[src/rtl/rggen_bus_arbiter.sv]
// Round-robin arbiter that funnels HOSTS register-bus requesters onto one
// downstream bus, holding a registered copy of the winner's request per access.
module rggen_bus_arbiter #(
  parameter int unsigned ADDRESS_WIDTH = 8,
  parameter int unsigned BUS_WIDTH     = 32,
  parameter int unsigned HOSTS         = 2
) (
  input  logic                               i_clk,
  input  logic                               i_rst_n,
  input  logic [HOSTS-1:0]                   i_valid,
  input  logic [HOSTS*ADDRESS_WIDTH-1:0]     i_address,
  input  logic [HOSTS-1:0]                   i_write,
  input  logic [HOSTS*BUS_WIDTH-1:0]         i_write_data,
  input  logic [HOSTS*(BUS_WIDTH/8)-1:0]     i_strobe,
  output logic [HOSTS-1:0]                   o_ready,
  output logic [1:0]                         o_status,
  output logic [BUS_WIDTH-1:0]               o_read_data,
  output logic [HOSTS-1:0]                   o_grant,
  output logic                               o_bus_valid,
  output logic [ADDRESS_WIDTH-1:0]           o_bus_address,
  output logic                               o_bus_write,
  output logic [BUS_WIDTH-1:0]               o_bus_write_data,
  output logic [BUS_WIDTH/8-1:0]             o_bus_strobe,
  input  logic                               i_bus_ready,
  input  logic [1:0]                         i_bus_status,
  input  logic [BUS_WIDTH-1:0]               i_bus_read_data
);

  localparam int unsigned STRB_W = BUS_WIDTH / 8;
  localparam int unsigned IDX_W  = (HOSTS > 1) ? $clog2(HOSTS) : 1;

  typedef enum logic {
    IDLE,
    BUSY
  } state_e;

  state_e             state;
  logic [IDX_W-1:0]   ptr;
  logic [IDX_W-1:0]   winner;
  logic [IDX_W-1:0]   pick;
  logic [IDX_W-1:0]   cand;
  logic               found;
  logic               take;

  // Round-robin search: first valid host at or after ptr, wrapping at HOSTS.
  always_comb begin
    found = 1'b0;
    pick  = '0;
    cand  = '0;
    for (int i = 0; i < int'(HOSTS); i++) begin
      cand = IDX_W'((32'(ptr) + 32'(i)) % HOSTS);
      if (!found && i_valid[cand]) begin
        found = 1'b1;
        pick  = cand;
      end
    end
  end

  assign take = (state == IDLE) && found;

  always_ff @(posedge i_clk or negedge i_rst_n) begin
    if (!i_rst_n) begin
      state       <= IDLE;
      ptr         <= '0;
      o_bus_valid <= 1'b0;
      o_grant     <= '0;
    end else begin
      case (state)
        IDLE: begin
          if (found) begin
            state       <= BUSY;
            o_bus_valid <= 1'b1;
            o_grant     <= HOSTS'(1) << pick;
          end
        end
        BUSY: begin
          if (i_bus_ready) begin
            state       <= IDLE;
            o_bus_valid <= 1'b0;
            o_grant     <= '0;
            ptr         <= IDX_W'((32'(winner) + 32'd1) % HOSTS);
          end
        end
        default: begin
          state       <= IDLE;
          o_bus_valid <= 1'b0;
          o_grant     <= '0;
        end
      endcase
    end
  end

  // Request snapshot; only meaningful while the access is in flight, so no reset.
  always_ff @(posedge i_clk) begin
    if (take) begin
      winner           <= pick;
      o_bus_address    <= i_address[32'(pick)*ADDRESS_WIDTH +: ADDRESS_WIDTH];
      o_bus_write      <= i_write[pick];
      o_bus_write_data <= i_write_data[32'(pick)*BUS_WIDTH +: BUS_WIDTH];
      o_bus_strobe     <= i_strobe[32'(pick)*STRB_W +: STRB_W];
    end
  end

  // Completion is passed straight through to the granted host in the ready cycle.
  assign o_ready     = i_bus_ready ? o_grant : '0;
  assign o_status    = i_bus_status;
  assign o_read_data = i_bus_read_data;

endmodule

[config.mk]
export PLATFORM = sky130hd
export DESIGN_NAME = rggen_bus_arbiter
export DESIGN_NICKNAME = d
export VERILOG_FILES = /design/src/rtl/rggen_bus_arbiter.sv
export SDC_FILE = /design/constraint.sdc
export NUM_CORES = 1
export LEC_CHECK = 0
export ABC_AREA = 1
export CORE_AREA = 5 5 75 128
export CTS_BUF_LIST = sky130_fd_sc_hd__clkbuf_4
export DETAILED_ROUTE_END_ITERATION = 8
export DIE_AREA = 0 0 80 133
export PLACE_DENSITY = 0.81
export SYNTH_ARGS = -nofsm -noshare
export SYNTH_HDL_FRONTEND = slang
export SYNTH_SLANG_ARGS = --single-unit
[constraint.sdc]
create_clock -name i_clk -period 2.25 [get_ports i_clk]
set_input_delay 0.3375 -clock i_clk [delete_from_list [all_inputs] [get_ports i_clk]]
set_output_delay 0.3375 -clock i_clk [all_outputs]
set_load 0.05 [all_outputs]
==> impl_metrics.yaml <==
worst_setup_path:
  slowest_stage: "clkdlybuf4s50_1"
  crit_family: "buffers and inverters"
  worstPathCellList: "clkdlybuf4s50_1"
  cp_slowest_stage_delay_ns: 0.82
  crit_path_max_fanout: 3
  path_class: "reg -> out"
  cp-start-kind: "register"
  required_ns: 1.91
  cp-end-kind: "output pin"
  ff2ff_setup_slack_ns: 0.82
  worstPathArrival_ns: 1.62
  cp_num_buf_inv: 1
detailed_routing:
  wl_per_cell_um: 16.2
  drt_iter0_drc: 44
  detail_route.wirelength_um: 7840
  dr.pass1.iters: 4
  vias_per_cell: 4.27
  postRouteAntennaNets: 0
  drc_errors: 0
  dr_total_vias: 2072
cells_and_area:
  fillerInstances: 816
  fin_nets: 495
  multi_input_area_um2: 592
  drive_gt1_frac: 0.0463
  area_growth_pct: 56.0
  seqCellArea_um2: 1510
logic_synthesis:
  syn_nets: 382
  yosys-top-cells-area: "edfxtp_1 56%, nand2_1 22%, buf_4 11%, dfrtp_1 5.1%, buf_6 1.8%"
  yosysUniqueCellTypes: 14
  synth.most_common_cell: "nand2_1"
  synthesis.area_um2: 2450
  synth.top_cells.by_count: "146 x nand2_1, 46 x edfxtp_1, 35 x buf_4, 6 x inv_1, 5 x dfrtp_1"
  synthCells: 253
  ys_seq_area_frac: 0.614
  ys.flop_type: "edfxtp_1"
  synth-edff-count: 46
  yosysTopAreaCellShare: 0.563
  netlist.top_cell.by_area: "edfxtp_1"
  async_flop_share: 0.0980
  avgSynthCellArea_um2: 9.69
  ys.warnings.count: 0
  ys_ff_latch: 51
floorplanning:
  start_util: 0.287
  die_w_um: 80
  core_area_um2: 8560
  fp.dieH_um: 133
  placementRows: 45
  dieArea_um2: 10600
  io_pins: 213
global_routing:
  grtUsageTotal: 0.144
  gr-total-overflow: 0
  antenna_found_initial: 1
  grt_max_degree: 47
  grt_pass1_vias: 2074
  grt_pass1_wl_um: 11000
clocking:
  ctsResizeCount: 0
  clkTransAtPathRegs_ns: 0.16
  cts.sink_count: 51
  cts_buffers: 5
  hold_buffers: 0
  clockRootBuffer: "clkbuf_4"
  h-tree-depth: 2
  cts_tree: "yes"
  cts_max_path_buffers: 2
  clk_latency_ns: 0.39
  postCtsSetupBuffers: 0
sta:
  fmaxAchievable_mhz: 512
  hold_violations: 0
  finalCriticalPeriod_ns: 1.95
  worst_slew_pin_slew_ns: 0.568
  setup_violations: 0
  final.setup.tns_ns: 0
  relSlewSlack: 0.620
  maxSlewViolCount: 0
  finalCritPeriodShare: 0.868
  fin_skew_ns: 0.0262
  rsz0062_at_grt: "false"
run_status:
  status: "complete, no violations"
flow_run:
  cap_violations: 0
power_and_ir_drop:
  p_leak_nw: 1.62
  irDropWorstVdd_v: 0.000336
  total_power_mw: 3.29
  power_density_nw_per_um2: 860
placement:
  gp_congestion: 0.766
  port_buffers: 144
  hpwl_um: 6440
min_path:
  hold_class: "in -> async"
[where the power goes]
| part | internal [mW] | leakage, nW | total (mW) | switching (mW) |
|---|---|---|---|---|
| Clock | 0.235 | 0.0432 | 0.529 | 0.295 |
| Sequential | 1.27 | 0.503 | 1.33 | 0.0571 |
| Combinational | 0.492 | 1.07 | 1.43 | 0.937 |
[cells by family (layout without fill, tap and decap cells)]
family	count (synthesis)	count (layout)	synth area share
compound gates	3	3	0.00612
buf+inv	49	163	0.144
other cells	0	1	0
simple gates	150	150	0.235
flops	51	51	0.614
[registers in the layout, indices dropped and copies added (netlist names)]
name and cells:
o_bus_valid 1, o_grant 2, o_bus_write 1, winner 1
o_bus_write_data 32, o_bus_address 8, ptr 1, state 1
o_bus_strobe 4
[per-layer routing]
| layer | share of wire | GRT usage | vias to the layer above |
|---|---|---|---|
| li1 | - | - | 991 |
| met2 | 0.50 | 0.254 | 133 |
| met1 | 0.28 | 0.111 | 901 |
| met3 | 0.14 | 0.0763 | 47 |
| met4 | 0.071 | 0.114 | 0 |
| met5 | 0 | 0 | - |
[through the flow]
step | hold slack, ns | instances | utilization | cell area [um^2] | setup slack, ns
after floorplan | 0.0419 | 253 | - | 2450 | 0.386
after global placement | 0.420 | 476 | 0.437 | 3740 | 0.419
after detailed placement | 0.430 | 476 | 0.437 | 3740 | 0.379
after CTS | 0.120 | 484 | 0.447 | 3820 | 0.258
after global routing | 0.113 | 485 | 0.447 | 3820 | 0.212
final | 0.140 | 485 | 0.447 | 3820 | 0.297
[layout make-up]
class	count	area share
Timing Repair Buffer	148	0.383
Sequential cell	51	0.394
Clock buffer	5	0.00981
Clock inverter	3	0.0111
Inverter	7	0.00818
Antenna cell	1	0.000654
Tap cell	117	0.0383
Multi-Input combinational cell	153	0.155
[path summary, 6_finish.rpt]
kind                       startpoint                    to  depth (start not counted)
max                        o_grant[0]            o_grant[0]                          1
min                           i_rst_n           o_bus_valid                          1
max reg2reg                     state  o_bus_write_data[15]                          4
min reg2reg                    winner                   ptr                          1
max in group asynchronous     i_rst_n                   ptr                          1
min in group i_clk             winner                   ptr                          1
[placed cells by master, fill, tap and decap left out]
| master | instances |
|---|---|
| and2_1 | 1 |
| buf_4 | 6 |
| bufinv_16 | 1 |
| clkbuf_4 | 5 |
| clkdlybuf4s50_1 | 142 |
| clkinv_1 | 1 |
| dfrtp_1 | 5 |
| diode_2 | 1 |
| edfxtp_1 | 46 |
| inv_1 | 5 |
| inv_2 | 1 |
| inv_6 | 2 |
| nand2_1 | 146 |
| nand2_2 | 1 |
| nand2_4 | 1 |
| nand3_1 | 1 |
| o21ai_0 | 2 |
| o21ai_1 | 1 |
Power figures use the tool's default switching activity.
